### config.mk
export PLATFORM = sky130hd
export DESIGN_NAME = conv_encoder_serial
export DESIGN_NICKNAME = d
export VERILOG_FILES = /design/src/rtl/wlan_tx_pkg.sv /design/src/rtl/conv_core.sv /design/src/rtl/conv_encoder_serial.sv
export SDC_FILE = /design/constraint.sdc
export NUM_CORES = 1
export LEC_CHECK = 0
export ABC_AREA = 1
export CORE_MARGIN = 2
export CORE_UTILIZATION = 61
export DETAILED_ROUTE_END_ITERATION = 6
export PLACE_DENSITY_LB_ADDON = 0.15
export SLEW_MARGIN = 40
export SYNTH_ARGS = -nofsm -noshare
export SYNTH_HDL_FRONTEND = slang
export SYNTH_SLANG_ARGS = --single-unit
### constraint.sdc
create_clock -name Clock -period 4.1 [get_ports Clock]
set_clock_uncertainty 0.15 [all_clocks]
set_input_delay 1.025 -clock Clock [delete_from_list [all_inputs] [get_ports Clock]]
set_output_delay 1.025 -clock Clock [all_outputs]
set_load 0.05 [all_outputs]
### src/rtl/wlan_tx_pkg.sv
// Shared types, constants and puncturing helpers for the 802.11a transmit
// convolutional encoder.
package wlan_tx_pkg;

  localparam int N_CBPS = 48;               // coded bits per OFDM symbol
  localparam int K      = 7;                // constraint length
  localparam int SYM_W  = $clog2(N_CBPS);   // symbol counter width
  localparam int TAIL_W = $clog2(K);        // counts 0..K-1 tail bits

  // Generator polynomials, MSB taps the new data bit, LSB the oldest state bit.
  localparam logic [K-1:0] G0 = 7'o133;
  localparam logic [K-1:0] G1 = 7'o171;

  typedef enum logic [1:0] {RATE_1_2, RATE_2_3, RATE_3_4} rate_e;
  typedef enum logic [1:0] {IDLE, RUN, TAIL, PAD} state_e;

  // Reserved code 3 falls back to rate 1/2.
  function automatic rate_e rate_decode(input logic [1:0] code);
    case (code)
      2'd1:    return RATE_2_3;
      2'd2:    return RATE_3_4;
      default: return RATE_1_2;
    endcase
  endfunction

  // Last puncture phase of a data-bit group: 1/2 -> 1, 2/3 -> 2, 3/4 -> 3.
  function automatic logic [1:0] phase_last(input rate_e rate);
    case (rate)
      RATE_2_3: return 2'd2;
      RATE_3_4: return 2'd3;
      default:  return 2'd1;
    endcase
  endfunction

  // Phases that start a kept A/B pair and therefore pull in a new data bit.
  // 1/2: A0 B0   2/3: A0 B0 A1   3/4: A0 B0 A1 B2
  function automatic logic phase_consumes(input rate_e rate, input logic [1:0] phase);
    return (phase == 2'd0)
        || (phase == 2'd2 && rate != RATE_1_2)
        || (phase == 2'd3 && rate == RATE_3_4);
  endfunction

  // Phases whose emitted bit is the B output rather than A.
  function automatic logic phase_emits_b(input rate_e rate, input logic [1:0] phase);
    return (phase == 2'd1) || (phase == 2'd3 && rate == RATE_3_4);
  endfunction

endpackage

### src/rtl/conv_core.sv
// K=7 convolutional core: 6-bit history shift register and the two generator
// XOR trees. A/B are combinational from the incoming bit and current history.
module conv_core
  import wlan_tx_pkg::*;
(
  input  logic Clock,
  input  logic Reset,
  input  logic clr_i,
  input  logic load_i,
  input  logic d_i,
  output logic a_o,
  output logic b_o
);

  logic [K-2:0] s_q;    // s_q[0] = previous bit ... s_q[K-2] = oldest
  logic [K-1:0] taps;

  // Arrange {d, s[0], ..., s[5]} so bit positions line up with the octal generators.
  always_comb begin
    taps      = '0;
    taps[K-1] = d_i;
    for (int i = 0; i < K - 1; i++) begin
      taps[K-2-i] = s_q[i];
    end
  end

  assign a_o = ^(taps & G0);
  assign b_o = ^(taps & G1);

  // History register: cleared at frame start, shifts once per consumed bit.
  always_ff @(posedge Clock or posedge Reset) begin
    // NOTE: clocked state uses non-blocking assignments so every register samples pre-edge values.
    if (Reset) begin
      s_q <= '0;
    end else if (clr_i) begin
      s_q <= '0;
    end else if (load_i) begin
      s_q <= {s_q[K-3:0], d_i};
    end
  end

endmodule

### src/rtl/conv_encoder_serial.sv
// Serial punctured convolutional encoder feeding the 48-bit block interleaver.
// Emits one coded bit per clock for the whole frame, substituting zero data on
// starvation, appending six tail zeros after Flush and padding to a symbol end.
module conv_encoder_serial
  import wlan_tx_pkg::*;
(
  input  logic       Clock,
  input  logic       Reset,
  input  logic       Start,
  input  logic [1:0] Rate,
  input  logic       InBit,
  input  logic       InValid,
  output logic       InReady,
  input  logic       Flush,
  output logic       Output,
  output logic       OutValid,
  output logic       SymEnd,
  output logic       Busy,
  output logic       Underrun
);

  localparam logic [SYM_W-1:0]  SYM_LAST  = SYM_W'(N_CBPS - 1);
  localparam logic [TAIL_W-1:0] TAIL_BITS = TAIL_W'(K - 1);

  state_e              state_q;
  rate_e               rate_q;
  logic [1:0]          phase_q;
  logic [SYM_W-1:0]    sym_cnt_q;
  logic [TAIL_W-1:0]   tail_cnt_q;
  logic                b_q;          // B of the last consumed bit, emitted on the following phase
  logic                out_q;
  logic                out_valid_q;
  logic                sym_end_q;
  logic                in_ready_q;
  logic                busy_q;
  logic                underrun_q;

  logic                start_ok;
  logic                emitting;
  logic                consume;
  logic                starve;
  logic                core_clr;
  logic                core_load;
  logic                core_d;
  logic                core_a;
  logic                core_b;
  logic                emit_bit;
  logic                sym_last;
  logic                tail_done;
  logic [1:0]          phase_d;
  logic [SYM_W-1:0]    sym_cnt_d;
  logic [TAIL_W-1:0]   tail_cnt_d;

  conv_core u_core (
    .Clock  (Clock),
    .Reset  (Reset),
    .clr_i  (core_clr),
    .load_i (core_load),
    .d_i    (core_d),
    .a_o    (core_a),
    .b_o    (core_b)
  );

  // Per-cycle decisions: whether a data bit is consumed, which coded bit goes out,
  // and the next phase/counter values.
  always_comb begin
    // NOTE: every signal is assigned unconditionally here so no latch can be inferred.
    // Busy still high in IDLE means the last bit is on Output; Start waits one more cycle.
    start_ok   = (state_q == IDLE) && !busy_q && Start;
    emitting   = (state_q == RUN) || (state_q == TAIL);
    consume    = emitting && phase_consumes(rate_q, phase_q);
    starve     = (state_q == RUN) && consume && !InValid;
    core_clr   = start_ok;
    core_load  = consume;
    // Starved RUN cycles and all TAIL cycles encode a zero.
    core_d     = (state_q == RUN) && InValid && InBit;
    phase_d    = (phase_q == phase_last(rate_q)) ? 2'd0 : phase_q + 2'd1;
    emit_bit   = phase_emits_b(rate_q, phase_q) ? (consume ? core_b : b_q) : core_a;
    sym_last   = (sym_cnt_q == SYM_LAST);
    sym_cnt_d  = sym_last ? '0 : sym_cnt_q + 1'b1;
    tail_cnt_d = tail_cnt_q + TAIL_W'((state_q == TAIL) && consume);
    // Tail is finished once the sixth tail bit and its kept coded bits are out.
    tail_done  = (state_q == TAIL) && (tail_cnt_d == TAIL_BITS)
              && phase_consumes(rate_q, phase_d);
  end

  // Frame FSM with registered outputs; each edge describes the bit emitted on it.
  always_ff @(posedge Clock or posedge Reset) begin
    if (Reset) begin
      state_q     <= IDLE;
      rate_q      <= RATE_1_2;
      phase_q     <= 2'd0;
      sym_cnt_q   <= '0;
      tail_cnt_q  <= '0;
      b_q         <= 1'b0;
      out_q       <= 1'b0;
      out_valid_q <= 1'b0;
      sym_end_q   <= 1'b0;
      in_ready_q  <= 1'b0;
      busy_q      <= 1'b0;
      underrun_q  <= 1'b0;
    end else begin
      case (state_q)
        IDLE: begin
          out_q       <= 1'b0;
          out_valid_q <= 1'b0;
          sym_end_q   <= 1'b0;
          phase_q     <= 2'd0;
          sym_cnt_q   <= '0;
          tail_cnt_q  <= '0;
          busy_q      <= start_ok;
          in_ready_q  <= start_ok;
          if (start_ok) begin
            rate_q     <= rate_decode(Rate);
            underrun_q <= 1'b0;
            state_q    <= RUN;
          end
        end

        RUN, TAIL: begin
          out_q       <= emit_bit;
          out_valid_q <= 1'b1;
          sym_end_q   <= sym_last;
          sym_cnt_q   <= sym_cnt_d;
          phase_q     <= phase_d;
          tail_cnt_q  <= tail_cnt_d;
          if (core_load) b_q <= core_b;
          if (starve) underrun_q <= 1'b1;
          // The Flush cycle itself still behaves as RUN; TAIL starts after it.
          in_ready_q  <= (state_q == RUN) && !Flush && phase_consumes(rate_q, phase_d);
          if (state_q == RUN && Flush) begin
            state_q <= TAIL;
          end else if (tail_done) begin
            state_q <= sym_last ? IDLE : PAD;
          end
        end

        PAD: begin
          out_q       <= 1'b0;
          out_valid_q <= 1'b1;
          sym_end_q   <= sym_last;
          sym_cnt_q   <= sym_cnt_d;
          in_ready_q  <= 1'b0;
          if (sym_last) state_q <= IDLE;
        end

        default: state_q <= IDLE;
      endcase
    end
  end

  assign InReady  = in_ready_q;
  assign Output   = out_q;
  assign OutValid = out_valid_q;
  assign SymEnd   = sym_end_q;
  assign Busy     = busy_q;
  assign Underrun = underrun_q;

endmodule

==> impl_metrics.json <==
{
  "floorplan.initialDensity": 0.657,
  "first_pass_iters": 5,
  "cts-root-buf": "sky130_fd_sc_hd__clkbuf_4",
  "clk-insertion-delay-late_ns": 0.33,
  "slowest_stage": "sky130_fd_sc_hd__clkdlybuf4s50_1",
  "core_region_area_um2": 2520,
  "place.gp.congestion": 0.873,
  "grt_pass1_vias": 1252,
  "most-common-layout-cells": "sky130_fd_sc_hd__nand2_1 (51), sky130_fd_sc_hd__inv_1 (30), sky130_fd_sc_hd__dfrtp_1 (28)",
  "postSynthCellCount": 197,
  "layout_min_cycle_time_ns": 2.69,
  "timing.hold.worst.class": "reg -> reg",
  "cts.sink_count": 28,
  "synth_warnings": 0,
  "crit_required_ns": 2.92,
  "synth_top_flop_cell": "sky130_fd_sc_hd__dfrtp_1",
  "antenna_violations_before_repair": 0,
  "avgViaCountPerCell": 5.07,
  "actual_slew_at_the_worst_max_slew_pin_ns": 0.575,
  "worst_path_dominant_cell_family": "buffers and inverters",
  "critical_path.endpoint_type": "output port",
  "die_h_um": 56.1,
  "worst_setup_hold_path_clk_slew_ns": 0.15,
  "synthesis.nets": 220,
  "cellPowerDensity_nw_per_um2": 739,
  "post_cts_resize_count": 0,
  "design.portCount": 14,
  "cap_violations": 0,
  "route.detailed.drc": 0,
  "cts_hold_repair.buffers": 0,
  "cts_tree": "yes",
  "max-vdd-ir-drop_v": 0.000468,
  "placementRows": 18,
  "first_iter_violations": 71,
  "path_buf_inv": 1,
  "grt_start_max_net_pins": 29,
  "first_pass_grt_wire_length_um": 5250,
  "synth_seq_cells": 28,
  "post_synth.cell_area_avg_um2": 8.41,
  "drt_wl_total_um": 2940,
  "final_layout_size_suffix_gt1_frac": 0.122,
  "postCtsSetupBuffers": 0,
  "largest_stage_delay_on_the_critical_path_ns": 0.81,
  "cts_buffers": 3,
  "routedWlPerCell_um": 12.1,
  "dp_hpwl_um": 2330,
  "vias": 1231,
  "port_buffers": 13,
  "synth-async-reset-ratio": 1.00,
  "max-clock-path-buffers": 2,
  "min_period_over_period": 0.655,
  "portion_of_the_post_synthesis_area_used_by_sequential_elements": 0.423,
  "synth_edf_count": 0,
  "multi_input_area_um2": 817,
  "antenna_cells": 0,
  "worst_setup_path_start_kind": "flop",
  "maxClockFrequency_mhz": 372,
  "die_footprint_um2": 3150,
  "grt-ovfl-total": 0,
  "setup_violations_final": 0,
  "cp_cell_sequence": "clkdlybuf4s50_1",
  "maxSlewHeadroom": 0.616,
  "critical_path.max_fanout": 2,
  "die-width_um": 56.1,
  "timing.final.max_slew_violations": 0,
  "num-nets-final": 237,
  "outcome": "finished, final reports clean",
  "final_core_utilization": 0.735,
  "globalRouteTotalUtil": 0.213,
  "grt_setup_unrepaired": "false",
  "fillerInstances": 203,
  "sequential_cell_area_um2": 701,
  "detail-route-antenna-nets": 0,
  "htreeDepth": 1,
  "criticalPathCategory": "reg -> out",
  "area_overhead_vs_synth_pct": 11.9,
  "worst-endpoint-arrival_ns": 1.51,
  "synth.top_cell.area_share": 0.423,
  "power.static_leakage_nw": 0.999,
  "finalSetupTns_ns": 0,
  "yosysTopAreaCell": "sky130_fd_sc_hd__dfrtp_1",
  "final_hold_viol_count": 0,
  "most_common_cell_after_layout_fill_and_taps_aside": "sky130_fd_sc_hd__nand2_1",
  "synthesis.area_um2": 1660,
  "synth_top_cells_by_area": "sky130_fd_sc_hd__dfrtp_1 (42%), sky130_fd_sc_hd__nand2_1 (12%), sky130_fd_sc_hd__ha_1 (11%), sky130_fd_sc_hd__inv_1 (7.0%), sky130_fd_sc_hd__nand3_1 (3.6%)",
  "synth.distinct_cells": 25
}
-- per-stage QoR --
| step | area, µm² | hold WS (ns) | setup WS (ns) | instances | total power, mW |
|---|---|---|---|---|---|
| floorplan | 1660 | 0.283 | 1.91 | 197 | 1.06 |
| global placement | 1820 | 0.296 | 1.69 | 239 | 1.20 |
| detailed placement | 1820 | 0.308 | 1.63 | 239 | 1.24 |
| CTS | 1850 | 0.327 | 1.39 | 243 | 1.38 |
| global route | 1850 | 0.355 | 1.34 | 243 | 1.50 |
| finish | 1850 | 0.324 | 1.41 | 243 | 1.37 |
-- cells in the mapped netlist, types with 2 or more instances --
| cell type | n |
|---|---|
| sky130_fd_sc_hd__nand3_2 | 4 |
| sky130_fd_sc_hd__nor2_2 | 3 |
| sky130_fd_sc_hd__xnor2_1 | 3 |
| sky130_fd_sc_hd__nand3_1 | 12 |
| sky130_fd_sc_hd__xor2_1 | 3 |
| sky130_fd_sc_hd__a21oi_2 | 2 |
| sky130_fd_sc_hd__o22ai_1 | 3 |
| sky130_fd_sc_hd__a22oi_1 | 4 |
| sky130_fd_sc_hd__nor2_1 | 11 |
| sky130_fd_sc_hd__nand3b_1 | 2 |
| sky130_fd_sc_hd__inv_2 | 4 |
| sky130_fd_sc_hd__o21ai_0 | 7 |
| sky130_fd_sc_hd__nand2_2 | 6 |
| sky130_fd_sc_hd__dfrtp_1 | 28 |
| sky130_fd_sc_hd__nand2_1 | 51 |
| sky130_fd_sc_hd__inv_1 | 31 |
| sky130_fd_sc_hd__ha_1 | 15 |
-- area by class of cell --
class                           count  share of cell area
Inverter                           35              0.0709
Sequential cell                    28               0.378
Clock buffer                        4              0.0196
Timing Repair Buffer               13              0.0702
Tap cell                           30              0.0203
Multi-Input combinational cell    133               0.441
-- cells by family (layout without fill, tap and decap cells) --
logic type | count (synthesis) | count (layout) | share of synthesized area
and+or+nand+nor | 93 | 93 | 0.267
adders and majority gates | 15 | 15 | 0.113
xor gates and xnor gates | 6 | 6 | 0.0317
AOI/OAI and AO/OA | 19 | 19 | 0.0816
buffers and inverters | 36 | 52 | 0.0838
DFF | 28 | 28 | 0.423
-- power breakdown --
part           internal, mW  total, mW  switching, mW  leakage [nW]
logic                 0.280      0.791          0.511         0.607
registers             0.369      0.442         0.0734         0.371
clock network        0.0545      0.135         0.0808        0.0210
total                 0.703       1.37          0.665         0.999
-- sequential cells by signal, indices dropped and copies added, names as in the netlist --
register,cells
Underrun,1
u_core.s_q,6
Busy,1
rate_q,2
phase_q,2
state_q,2
SymEnd,1
sym_cnt_q,6
InReady,1
b_q,1
OutValid,1
Output,1
tail_cnt_q,3
-- path summary, 6_finish.rpt --
| check | startpoint | endpoint | slack (ns) | cells past startpoint |
|---|---|---|---|---|
| setup / recovery | Busy | Busy | 1.41 | 1 |
| hold / removal | sym_cnt_q[0] | sym_cnt_q[0] | 0.32 | 1 |
| setup reg to reg | phase_q[0] | state_q[0] | 1.62 | 15 |
| hold reg to reg | sym_cnt_q[0] | sym_cnt_q[0] | 0.32 | 1 |
| max in group asynchronous | Reset | sym_cnt_q[4] | 2.52 | 2 |
| min in group asynchronous | Reset | u_core.s_q[2] | 0.89 | 2 |
-- per-layer routing --
layer  vias up  wire (µm)  GRT usage
li1        645          -          -
met1       561       1360      0.252
met2        18       1410      0.370
met3         7         92     0.0326
met4         0         70      0.109
met5         -          0          0
-- worst reg2reg max path: stages, from the launching register on --
cell and delay (ns):
sky130_fd_sc_hd__dfrtp_1 0.48, sky130_fd_sc_hd__inv_2 0.11, sky130_fd_sc_hd__ha_1 0.22, sky130_fd_sc_hd__a21oi_2 0.13
sky130_fd_sc_hd__nand2_1 0.09, sky130_fd_sc_hd__nand2_2 0.11, sky130_fd_sc_hd__nor2_1 0.06, sky130_fd_sc_hd__ha_1 0.18
sky130_fd_sc_hd__ha_1 0.29, sky130_fd_sc_hd__nand3_1 0.08, sky130_fd_sc_hd__nor2_1 0.14, sky130_fd_sc_hd__nand3_2 0.09
sky130_fd_sc_hd__nand2_2 0.08, sky130_fd_sc_hd__nand2_2 0.06, sky130_fd_sc_hd__nand2_1 0.06, sky130_fd_sc_hd__nand2_1 0.06
Power figures use the tool's default switching activity.
